**src/rtl/path_replay.sv**
```systemverilog
`default_nettype none
// ============================================================================
//  Module      : path_replay
//  Description : Replays the maze-solver direction stack from bottom to top,
//                emitting one 2-bit move per valid/ready handshake and
//                tracking the resulting row/column with out-of-grid clamping.
//  Revision    : 1.0 - initial release
// ============================================================================
module path_replay #(
   parameter int DEPTH_W = 9,
   parameter int COORD_W = 4
) (
   input  logic               clk,
   input  logic               rst,
   input  logic               start,
   input  logic [DEPTH_W-1:0] depth,
   output logic [DEPTH_W-1:0] rd_addr,
   input  logic [1:0]         rd_data,
   output logic [1:0]         move,
   output logic               move_valid,
   input  logic               move_ready,
   output logic [COORD_W-1:0] row,
   output logic [COORD_W-1:0] col,
   output logic               busy,
   output logic               done,
   output logic               err
);

   localparam logic [DEPTH_W-1:0] IDX_ONE   = DEPTH_W'(1);
   localparam logic [COORD_W-1:0] COORD_ONE = COORD_W'(1);
   localparam logic [COORD_W-1:0] COORD_MAX = '1;

   localparam logic [1:0] MV_UP    = 2'b00;
   localparam logic [1:0] MV_RIGHT = 2'b01;
   localparam logic [1:0] MV_LEFT  = 2'b10;
   localparam logic [1:0] MV_DOWN  = 2'b11;

   typedef enum logic [1:0] {
      S_IDLE = 2'd0,
      S_LOAD = 2'd1,
      S_EMIT = 2'd2,
      S_FIN  = 2'd3
   } state_t;

   state_t               state;
   state_t               state_nxt;
   logic [DEPTH_W-1:0]   len;
   logic [DEPTH_W-1:0]   idx;
   logic [COORD_W-1:0]   row_nxt;
   logic [COORD_W-1:0]   col_nxt;
   logic                 oob;
   logic                 last;

   // The entry being emitted is the final one when idx reaches len-1;
   // len=0 never reaches EMIT, so the wrap of len-1 is harmless.
   assign last = (idx == (len - IDX_ONE));

   // State register.
   always_ff @(posedge clk or posedge rst) begin
      if (rst) begin
         state <= S_IDLE;
      end else begin
         state <= state_nxt;
      end
   end

   // Next-state decode plus the purely state-derived status outputs.
   always_comb begin
      state_nxt = state;
      busy      = 1'b0;
      done      = 1'b0;
      case (state)
         S_IDLE: begin
            if (start) begin
               state_nxt = (depth != '0) ? S_LOAD : S_FIN;
            end
         end
         S_LOAD: begin
            busy      = 1'b1;
            state_nxt = S_EMIT;
         end
         S_EMIT: begin
            busy = 1'b1;
            if (move_valid && move_ready) begin
               state_nxt = last ? S_FIN : S_LOAD;
            end
         end
         S_FIN: begin
            done      = 1'b1;
            state_nxt = S_IDLE;
         end
         default: begin
            state_nxt = S_IDLE;
         end
      endcase
   end

   // Position after applying the presented move; an off-grid step is
   // flagged and leaves the coordinate where it is.
   always_comb begin
      row_nxt = row;
      col_nxt = col;
      oob     = 1'b0;
      case (move)
         MV_UP: begin
            if (row == '0) oob = 1'b1;
            else           row_nxt = row - COORD_ONE;
         end
         MV_RIGHT: begin
            if (col == COORD_MAX) oob = 1'b1;
            else                  col_nxt = col + COORD_ONE;
         end
         MV_LEFT: begin
            if (col == '0) oob = 1'b1;
            else           col_nxt = col - COORD_ONE;
         end
         MV_DOWN: begin
            if (row == COORD_MAX) oob = 1'b1;
            else                  row_nxt = row + COORD_ONE;
         end
         default: begin
            oob = 1'b0;
         end
      endcase
   end

   // Replay datapath: capture on start, fetch in LOAD, commit on handshake.
   // rd_addr is only advanced on the way into LOAD so it holds otherwise.
   always_ff @(posedge clk or posedge rst) begin
      if (rst) begin
         rd_addr    <= '0;
         move       <= '0;
         move_valid <= 1'b0;
         row        <= '0;
         col        <= '0;
         err        <= 1'b0;
         len        <= '0;
         idx        <= '0;
      end else begin
         case (state)
            S_IDLE: begin
               if (start) begin
                  len <= depth;
                  idx <= '0;
                  row <= '0;
                  col <= '0;
                  err <= 1'b0;
                  if (depth != '0) begin
                     rd_addr <= '0;
                  end
               end
            end
            S_LOAD: begin
               move       <= rd_data;
               move_valid <= 1'b1;
            end
            S_EMIT: begin
               if (move_valid && move_ready) begin
                  row        <= row_nxt;
                  col        <= col_nxt;
                  idx        <= idx + IDX_ONE;
                  move_valid <= 1'b0;
                  if (oob) begin
                     err <= 1'b1;
                  end
                  if (!last) begin
                     rd_addr <= idx + IDX_ONE;
                  end
               end
            end
            default: begin
               move_valid <= 1'b0;
            end
         endcase
      end
   end

endmodule
`default_nettype wire

```
**config.mk**
```make
export PLATFORM = sky130hd
export DESIGN_NAME = path_replay
export DESIGN_NICKNAME = d
export VERILOG_FILES = /design/src/rtl/path_replay.sv
export SDC_FILE = /design/constraint.sdc
export NUM_CORES = 1
export LEC_CHECK = 0
export ABC_AREA = 1
export BUFFER_PORTS_ARGS = -buffer_cell sky130_fd_sc_hd__buf_2
export CAP_MARGIN = 30
export CELL_PAD_IN_SITES_DETAIL_PLACEMENT = 0
export CELL_PAD_IN_SITES_GLOBAL_PLACEMENT = 1
export CORE_MARGIN = 3
export CORE_UTILIZATION = 47
export CTS_BUF_LIST = sky130_fd_sc_hd__clkbuf_2 sky130_fd_sc_hd__clkbuf_4 sky130_fd_sc_hd__clkbuf_8
export CTS_CLUSTER_DIAMETER = 30
export DETAILED_ROUTE_END_ITERATION = 7
export PLACE_DENSITY_LB_ADDON = 0.1
export SETUP_SLACK_MARGIN = 0.02
export SYNTH_ARGS = -nofsm -noshare
export SYNTH_HDL_FRONTEND = slang
export SYNTH_SLANG_ARGS = --single-unit
```
**constraint.sdc**
```tcl
create_clock -name clk -period 2.65 [get_ports clk]
set_input_delay 0.1325 -clock clk [delete_from_list [all_inputs] [get_ports clk]]
set_output_delay 0.1325 -clock clk [all_outputs]
set_load 0.03 [all_outputs]
```
==> results.cfg, run 1 <==
[detailed_routing]
drc_errors = 0
first_iter_violations = 71
drt.antenna.violating_nets = 0
first_pass_iters = 4
wl_per_cell_um = 12.3
vias = 2192
vias_per_cell = 4.95
routed_wl_um = 5470

[worst_hold_path]
min_to = move[0]$_DFFE_PP0P_
min_path_type = in2reg
min_path_cells = 3
holdCritStartpoint = rd_data[0]

[placed_design]
post-dp-hpwl_um = 4370
numPortBuffers = 37
routabilityCongestion = 0.819

[setup_path]
r2r-start = state[0]$_DFFE_PP0P_
crit_path_cell_trace = inv_1 > ha_1 > inv_2 > a21oi_1 > nand3_1 > nor2_2 > nand2_1 > nor2_4 > nand3_4 > nand2_4 > nand2_1 > o21ai_2
crit_required_ns = 2.87
slowest_stage = ha_1
timing_worst_setup_path_type = reg2reg
timing.critical_path.fanout_max = 14
max_stage_delay_ns = 0.42
rrSetupSlack_ns = 0.43
end_kind = flop
startpoint_type = flop
path_common_cell = nand2_1
arrival_ns = 2.45
r2r-end = rd_addr[7]$_DFFE_PP0P_
rr_worst_depth = 12

[yosys]
yosys_warnings = 0
syn-num-nets = 362
yosys.area.top_type_share_pct = 38.7
synth_seq_cells = 41
syn-instance-count = 331
syn_area_um2 = 2650
synth.avg_cell_area_um2 = 8.02
synthTopCellsByArea = dfrtp_1 39%, nand2_1 10%, ha_1 6.6%
yosys.cell_types.count = 36
synth.largest_area_cell = dfrtp_1
synth_seq_area_share_pct = 38.7

[floorplan]
boundaryPins = 38
rows = 26
fp.coreArea_um2 = 5270
die_y_um = 81.1
dieArea_um2 = 6580
die-width_um = 81.1
start_util_pct = 50.4

[global_route]
overflow = 0
grt_use_total_pct = 19.1
first_global_vias = 2132
antenna_found_initial = 0
grt_max_degree = 34
grt_pass1_wl_um = 9680

[timing]
rsz0062_at_grt = no
finalCritPeriodShare_pct = 83.9
max_freq_mhz = 450
fin_tns_setup_ns = 0
finalHoldViolCount = 0
hold_slack_ns = 0.0611
finClkSkew_ns = 0.00646
setup_viol = 0
worstMarginPinSlew_ns = 0.493
maxSlewHeadroom_pct = 66.9
min_period_ns = 2.22
drv_slew = 0

[clocking]
clkLatencyLatePin_ns = 0.30
ctsHtreeMaxLevel = 2
cts-hold-fix-buffers = 1
clock_path_buffers = 2
cts_resized = 0
cts_root_buf = clkbuf_8
path_clk_slew_ns = 0.07
post-cts-setup-buffers = 0
cts_sinks = 41
cts_buffers = 5
cts_tree = yes

[run_status]
run_status = complete, no violations

[power]
power_density_nw_per_um2 = 1130
p_leak_uw = 0.00152
peakVddDrop_uv = 669

[cells_and_area]
fill_cells = 517
nets = 403
diodes = 0
area_growth_pct = 12.6
finish.utilization_pct = 56.7
drive_gt1_share_pct = 23.1

[run]
maxCapViolations = 0
per-stage QoR:
stage	instances	power [uW]	area, um2	setup WS (ns)
5_1_grt	443	3730	2990	0.192
2_1_floorplan	331	2650	2650	0.781
3_3_place_gp	434	2950	2890	0.504
4_1_cts	443	3420	2990	0.391
6_report	443	3380	2990	0.427
3_5_place_dp	434	2970	2890	0.417
cell type report:
class / instances / area [um2] / share of cell area, %
multi-input combinational: 235 / 1390 / 46.6
clock buffer: 8 / 91.3 / 3.06
tap: 70 / 87.6 / 2.93
sequential: 41 / 1030 / 34.3
timing repair buffer: 39 / 203 / 6.78
inverter: 50 / 188 / 6.28
flip-flops by register name, summed over array words and instances (netlist names):
register,flops
move_valid,1
idx,9
row,4
rd_addr,9
state,2
col,4
len,9
err,1
move,2
cells in the final DEF (no fill, tap or decap):
cell	n
o21ai_1	7
o21ai_0	25
buf_2	37
o21ai_2	6
nor2_4	4
ha_1	14
nand2_4	6
nand3_4	1
nand4_1	3
nor2_8	1
nor2_2	3
nor3_1	4
nor2_1	24
dfrtp_1	41
xor2_1	2
or2_1	1
fa_1	2
inv_2	9
o21bai_1	1
a211oi_1	1
nand3_1	27
nor3b_1	1
dlygate4sd3_1	1
o31ai_1	3
nand3_2	1
nand2_2	8
inv_1	40
xnor2_1	6
nor4_4	1
clkbuf_8	5
a21oi_1	8
o22ai_1	3
nand2_1	72
clkinv_1	1
clkbuf_4	3
buf_4	1
where the power goes:
group / leakage (uW) / switching [uW] / internal [uW]
sequential: 0.000543 / 187 / 809
clock: 0.0000498 / 212 / 218
combinational: 0.000927 / 1310 / 647
per-layer routing:
layer | up-vias | track usage, % | routed length, um
met5 | - | 0 | 0
met4 | 0 | 6.76 | 74
met3 | 8 | 3.77 | 228
met2 | 35 | 30.9 | 2350
met1 | 1003 | 25.5 | 2810
li1 | 1146 | - | -
synthesized netlist by cell type:
library cell,instances
o31ai_1,3
nor3b_1,1
buf_2,1
nor2_1,24
fa_1,2
nor2_8,1
clkbuf_1,1
nor3_1,4
dfrtp_1,41
nand2_4,6
nor2_4,4
nand3_4,1
buf_12,1
nor4_4,1
or2_1,1
xor2_1,2
o21bai_1,1
nor2_2,3
o21ai_1,7
xnor2_1,6
nand2_1,72
nand3_2,1
nand3_1,27
inv_1,40
ha_1,14
a211oi_1,1
buf_6,1
o21ai_0,25
buf_4,1
clkinv_1,1
o21ai_2,6
nand2_2,8
nand4_1,3
a21oi_1,8
inv_2,9
o22ai_1,3
critical path: cells and delay by family, from the launching register on:
family	cells	cell delay [ns]
adder cells (fa/ha/maj)	1	0.42
flip-flops	1	0.41
AO/OA/AOI/OAI	2	0.21
buffers and inverters	2	0.29
AND/OR/NAND/NOR	7	0.83
worst max-delay path by stage:
stage / from / to / slack [ns] / cells past startpoint
3_3_place_gp: state[0]$_DFFE_PP0P_ / rd_addr[4]$_DFFE_PP0P_ / 0.50 / 12
5_1_grt: state[0]$_DFFE_PP0P_ / rd_addr[3]$_DFFE_PP0P_ / 0.19 / 12
2_1_floorplan: move[0]$_DFFE_PP0P_ / col[3]$_DFFE_PP0P_ / 0.78 / 9
4_1_cts: state[0]$_DFFE_PP0P_ / rd_addr[7]$_DFFE_PP0P_ / 0.39 / 12
6_report: state[0]$_DFFE_PP0P_ / rd_addr[7]$_DFFE_PP0P_ / 0.43 / 12
3_5_place_dp: state[0]$_DFFE_PP0P_ / rd_addr[1]$_DFFE_PP0P_ / 0.42 / 12
cell families (layout without fill, tap and decap cells):
| kind of cell | after synthesis | in the layout | share of synthesized area (%) |
|---|---|---|---|
| XOR/XNOR | 8 | 8 | 2.64 |
| flip-flops | 41 | 41 | 38.7 |
| AO/OA/AOI/OAI | 54 | 54 | 11.6 |
| AND/OR/NAND/NOR | 157 | 157 | 30.1 |
| buffers and inverters | 55 | 97 | 8.86 |
| adder cells (fa/ha/maj) | 16 | 16 | 8.11 |
Note: power is estimated with default switching activity, not from simulation.
==> run 2: changes to the inputs <==
--- a/config.mk
+++ b/config.mk
@@ -11,7 +11,7 @@
 export CELL_PAD_IN_SITES_DETAIL_PLACEMENT = 0
 export CELL_PAD_IN_SITES_GLOBAL_PLACEMENT = 1
 export CORE_MARGIN = 3
-export CORE_UTILIZATION = 47
+export CORE_UTILIZATION = 44
 export CTS_BUF_LIST = sky130_fd_sc_hd__clkbuf_2 sky130_fd_sc_hd__clkbuf_4 sky130_fd_sc_hd__clkbuf_8
 export CTS_CLUSTER_DIAMETER = 30
 export DETAILED_ROUTE_END_ITERATION = 7
==> constraint.sdc (replaced) <==
create_clock -name clk -period 2.1 [get_ports clk]
set_input_delay 0.105 -clock clk [delete_from_list [all_inputs] [get_ports clk]]
set_output_delay 0.105 -clock clk [all_outputs]
set_load 0.03 [all_outputs]
==> run 2 against run 1 <==
  * Register-to-register slack worse by 0.21 ns
  * Clock power is 36% higher
  * Largest power group unchanged
  * Critical path depth is 1 lower
  * Sequential cell count stayed put
  * Die area is 6.3% higher
  * Worst hold slack worse by 0.039 ns
  * Worst setup slack worse by 0.21 ns
  * Highest routed layer unchanged
==> results.cfg, run 2 (synthesis gave the netlist of run 1 again) <==
[detailed_routing]
routed_wl_um = 5670
drc_errors = 0
vias = 2205
first_iter_violations = 101
first_pass_iters = 4
vias_per_cell = 4.89
drt.antenna.violating_nets = 0
wl_per_cell_um = 12.6

[floorplan]
boundaryPins = 38
die_y_um = 83.7
start_util_pct = 46.8
dieArea_um2 = 7000
rows = 27
die-width_um = 83.7
fp.coreArea_um2 = 5680

[setup_path]
crit_family = simple AND/OR/NAND/NOR gates
max_stage_delay_ns = 0.41
end_kind = flop
crit_required_ns = 2.28
rr_worst_depth = 11
startpoint_type = flop
timing_worst_setup_path_type = reg2reg
crit_buf_inv = 3
r2r-end = rd_addr[4]$_DFFE_PP0P_
timing.critical_path.fanout_max = 14
path_common_cell = inv_2
crit_path_cell_trace = inv_1 > ha_1 > inv_2 > or2_1 > nand2_2 > nor2_4 > inv_2 > nor2_8 > nand2_8 > nand2_1 > o21ai_2
slowest_stage = dfrtp_1
r2r-start = state[1]$_DFFE_PP0P_
arrival_ns = 2.06
rrSetupSlack_ns = 0.22

[run_status]
run_status = complete, no violations

[cells_and_area]
fill_cells = 583
diodes = 0
reg_top3 = idx x9, len x9, rd_addr x9
final_common_cell = nand2_1
nets = 409
mostFrequentLayoutCells = 72 x nand2_1, 41 x dfrtp_1, 40 x inv_1, 37 x buf_2, 27 x nand3_1
area_growth_pct = 15.2
drive_gt1_share_pct = 24.5
layoutNonFillerInstCount = 451

[timing]
fin_tns_setup_ns = 0
setup_viol = 0
maxSlewHeadroom_pct = 66.4
rsz0062_at_grt = no
layout_setup_ws_ns = 0.219
worstMarginPinSlew_ns = 0.504
drv_slew = 0
finClkSkew_ns = 0.00515
max_freq_mhz = 532
finalHoldViolCount = 0
finalCritPeriodShare_pct = 89.6
min_period_ns = 1.88

[clocking]
cts_tree = yes
clock_path_buffers = 2
cts_root_buf = clkbuf_8
path_clk_slew_ns = 0.08
ctsHtreeMaxLevel = 2
clkLatencyLatePin_ns = 0.30
cts_sinks = 41
post-cts-setup-buffers = 0
cts_buffers = 5

[worst_hold_path]
min_path_cells = 3
min_path_type = in2reg
min_to = move[0]$_DFFE_PP0P_
holdCritStartpoint = rd_data[0]

[power]
switching_share_pct = 49.9
power.total_uw = 4450
p_int_uw = 2230
pwr-share-clk_pct = 13.1
pwr-share-seq_pct = 28.4
p_leak_uw = 0.00155
peakVddDrop_uv = 739
p_sw_uw = 2220
power_density_nw_per_um2 = 1460
pwr-share-comb_pct = 58.5

[placed_design]
dp_cells = 442
routabilityCongestion = 0.838
numPortBuffers = 37
pre_cts_ws_ns = 0.127
post-dp-hpwl_um = 4460

[global_route]
grt_max_degree = 40
first_global_vias = 2077
grt_pass1_wl_um = 9920
antenna_found_initial = 0
overflow = 0
grt_use_total_pct = 17.2

[run]
maxCapViolations = 0
==> run 2: cell types whose count changed in the layout (fill, tap and decap cells not counted), sizes merged <==
cell / change
buf: +6
clkbuf: -1
clkinv: +1
==> run 2: worst max-delay path by stage <==
stage                                     from                     end  slack [ns]  cells after the start
after global routing        len[0]$_DFFE_PP0P_  rd_addr[7]$_DFFE_PP0P_        0.05                     14
after global placement    state[1]$_DFFE_PP0P_  rd_addr[4]$_DFFE_PP0P_        0.18                      8
after floorplan            move[0]$_DFFE_PP0P_      col[3]$_DFFE_PP0P_        0.23                      9
after detailed placement  state[0]$_DFFE_PP0P_  rd_addr[4]$_DFFE_PP0P_        0.13                     12
after CTS                 state[0]$_DFFE_PP0P_  rd_addr[4]$_DFFE_PP0P_        0.11                     12
final                     state[1]$_DFFE_PP0P_  rd_addr[4]$_DFFE_PP0P_        0.22                     11
==> run 2: routing by layer <==
metal | up-vias | routed length, um | GRT usage (%)
met5 | - | 0 | 0
met4 | 0 | 69 | 5.41
met3 | 5 | 233 | 3.26
met2 | 43 | 2530 | 26.1
met1 | 998 | 2840 | 24.8
li1 | 1159 | - | -
==> run 2: power groups by stage <==
stage                     Combinational [uW]  Clock [uW]  Sequential, uW
after floorplan                         1910           0            1440
after global placement                  2570           0            1270
after detailed placement                2580           0            1280
after CTS                               2600         608            1270
after global routing                    2930         636            1310
final                                   2600         584            1260
==> run 2: through the flow <==
stage	area [um2]	hold WS, ns	util (%)
6_report	3060	0.0221	53.9
5_1_grt	3060	0.0426	53.9
4_1_cts	3050	0.0147	53.7
3_5_place_dp	2930	-0.0307	51.7
3_3_place_gp	2930	-0.0354	51.7
2_1_floorplan	2650	0.226	-
==> run 2: area by class of cell <==
cell class / instances / area [um2] / share of cell area, %
Tap cell: 72 / 90.1 / 2.95
Multi-Input combinational cell: 235 / 1400 / 45.9
Clock inverter: 1 / 5.00 / 0.164
Timing Repair Buffer: 45 / 248 / 8.10
Sequential cell: 41 / 1030 / 33.6
Clock buffer: 7 / 96.3 / 3.15
Inverter: 50 / 188 / 6.14
==> run 2: tightest hold or removal path, stage by stage <==
cell,delay (ns)
buf_2,0.07
nand2_1,0.04
o21ai_0,0.06
==> run 2: timing repair <==
action / in CTS / in global routing
gates resized for setup: 0 / 2
hold buffers: 1 / 0
hold endpoints to repair: 2 / 0
endpoints found under the setup margin: 0 / 6
==> run 3: changes to the inputs <==
--- a/config.mk
+++ b/config.mk
@@ -11,7 +11,7 @@
 export CELL_PAD_IN_SITES_DETAIL_PLACEMENT = 0
 export CELL_PAD_IN_SITES_GLOBAL_PLACEMENT = 1
 export CORE_MARGIN = 3
-export CORE_UTILIZATION = 44
+export CORE_UTILIZATION = 28
 export CTS_BUF_LIST = sky130_fd_sc_hd__clkbuf_2 sky130_fd_sc_hd__clkbuf_4 sky130_fd_sc_hd__clkbuf_8
 export CTS_CLUSTER_DIAMETER = 30
 export DETAILED_ROUTE_END_ITERATION = 7
==> run 3 against run 2 <==
  * Worst hold slack worse by 0.012 ns
  * Worst setup slack worse by 0.029 ns
  * Sequential share of layout area down 1.4 points
  * Via count about the same
  * Critical path type unchanged
  * Largest power group unchanged
==> results.cfg, run 3 (synthesis gave the netlist of run 1 again) <==
[run_status]
run_status = complete, no violations

[cells_and_area]
mostFrequentLayoutCells = 72 x nand2_1, 41 x dfrtp_1, 38 x inv_1, 37 x buf_2, 27 x nand3_1
area_growth_pct = 20.0
final_common_cell = nand2_1
diodes = 0
stdcell_area_um2 = 3190
nets = 412
reg_top3 = idx x9, len x9, rd_addr x9
drive_gt1_share_pct = 25.4

[setup_path]
max_stage_delay_ns = 0.39
r2r-start = state[0]$_DFFE_PP0P_
cp-endpoint = rd_addr[3]$_DFFE_PP0P_
slowest_stage = dfrtp_1
startpoint_type = flop
crit_required_ns = 2.27
critPathLaunch = state[0]$_DFFE_PP0P_
arrival_ns = 2.08
timing.critical_path.fanout_max = 7
timing_worst_setup_path_type = reg2reg
crit_path_cell_trace = inv_1 > ha_1 > buf_4 > nand2_2 > nand2_2 > nor2_4 > inv_2 > nor2_8 > nand2_8 > nand2_1 > o21ai_1
rr_worst_depth = 11
rrSetupSlack_ns = 0.19
end_kind = flop
path_common_cell = nand2_2
r2r-end = rd_addr[3]$_DFFE_PP0P_

[global_route]
grt_use_total_pct = 12.8
overflow = 0
first_global_vias = 2116
antenna_found_initial = 0
grt_pass1_wl_um = 10600
grt_max_degree = 42

[clocking]
cts_tree = yes
cts_root_buf = clkbuf_8
clock_path_buffers = 2
ctsHtreeMaxLevel = 2
path_clk_slew_ns = 0.09
cts_sinks = 41
clkLatencyLatePin_ns = 0.29
cts_buffers = 5

[power]
p_leak_uw = 0.00158
peakVddDrop_uv = 599
power_density_nw_per_um2 = 1470

[floorplan]
die_y_um = 103
start_util_pct = 29.6
rows = 34
fp.coreArea_um2 = 8980
die-width_um = 103
dieArea_um2 = 10700
boundaryPins = 38

[placed_design]
routabilityCongestion = 0.735
post-dp-hpwl_um = 4890
numPortBuffers = 37
postPlaceCellArea_um2 = 3000

[detailed_routing]
vias_per_cell = 4.34
routed_wl_um = 6310
wl_per_cell_um = 12.4
vias = 2204
drt.antenna.violating_nets = 0
first_pass_iters = 4
first_iter_violations = 58
drc_errors = 0

[timing]
rsz0062_at_grt = no
drv_slew = 0
setup_viol = 0
finalCritPeriodShare_pct = 90.9
max_freq_mhz = 524
finClkSkew_ns = 0.0122
worstMarginPinSlew_ns = 0.561
min_period_ns = 1.91
fin_tns_setup_ns = 0
maxSlewHeadroom_pct = 62.3
finalHoldViolCount = 0

[worst_hold_path]
min_path_type = in2reg

[run]
maxCapViolations = 0
-- run 3: cell type report --
| cell class | count | area, um2 |
|---|---|---|
| timing repair buffer | 47 | 263 |
| clock buffer | 7 | 90.1 |
| tap | 126 | 158 |
| fill | 976 | 5790 |
| multi-input combinational | 236 | 1430 |
| sequential | 41 | 1030 |
| inverter | 50 | 188 |
| clock inverter | 1 | 30.0 |
-- run 3: layer usage --
layer / track usage (%) / wire, um / part of all wire (%) / up-vias
li1: - / - / - / 1166
met4: 2.99 / 30 / 0.48 / 0
met5: 0 / 0 / 0 / -
met3: 2.41 / 274 / 4.3 / 2
met2: 18.8 / 2660 / 42 / 44
met1: 19.2 / 3340 / 53 / 992
-- run 3: power by group --
| group | total, uW | switching, uW | internal (uW) |
|---|---|---|---|
| registers | 1270 | 248 | 1020 |
| clock network | 694 | 293 | 401 |
| logic | 2720 | 1750 | 964 |
| total | 4680 | 2290 | 2390 |
-- run 3: worst min path at each step --
stage / slack, ns / endpoint / cells after the start / start
finish: 0.01 / move[0]$_DFFE_PP0P_ / 3 / rd_data[0]
global route: 0.03 / move[0]$_DFFE_PP0P_ / 3 / rd_data[0]
detailed placement: 0.27 / col[3]$_DFFE_PP0P_ / 3 / rst
CTS: 0.005 / move[0]$_DFFE_PP0P_ / 3 / rd_data[0]
floorplan: 0.23 / len[0]$_DFFE_PP0P_ / 2 / depth[0]
global placement: 0.28 / col[1]$_DFFE_PP0P_ / 3 / rst
-- run 3: repair_timing --
item / CTS / global route
hold endpoints to repair: 41 / 0
gates resized for setup: 0 / 5
setup endpoints to repair: 0 / 10
buffers inserted: 0 / 2
hold buffers: 1 / 0
-- run 3: metrics by stage --
step / cells / util, % / hold slack [ns] / worst slack (ns) / total power (uW)
finish: 508 / 35.5 / 0.0104 / 0.190 / 4680
CTS: 505 / 34.9 / 0.00484 / 0.0793 / 4620
floorplan: 331 / - / 0.226 / 0.231 / 3340
global route: 508 / 35.5 / 0.0293 / 0.0246 / 5170
detailed placement: 496 / 33.4 / 0.271 / 0.118 / 3910
global placement: 496 / 33.4 / 0.276 / 0.124 / 3900
-- run 3: worst max-delay path: cells and delay by family, from the launching register on --
family | cells | cell delay, ns
and+or+nand+nor | 6 | 0.75
DFF | 1 | 0.39
buffers and inverters | 3 | 0.34
adders and majority gates | 1 | 0.24
AOI/OAI and AO/OA | 1 | 0.06
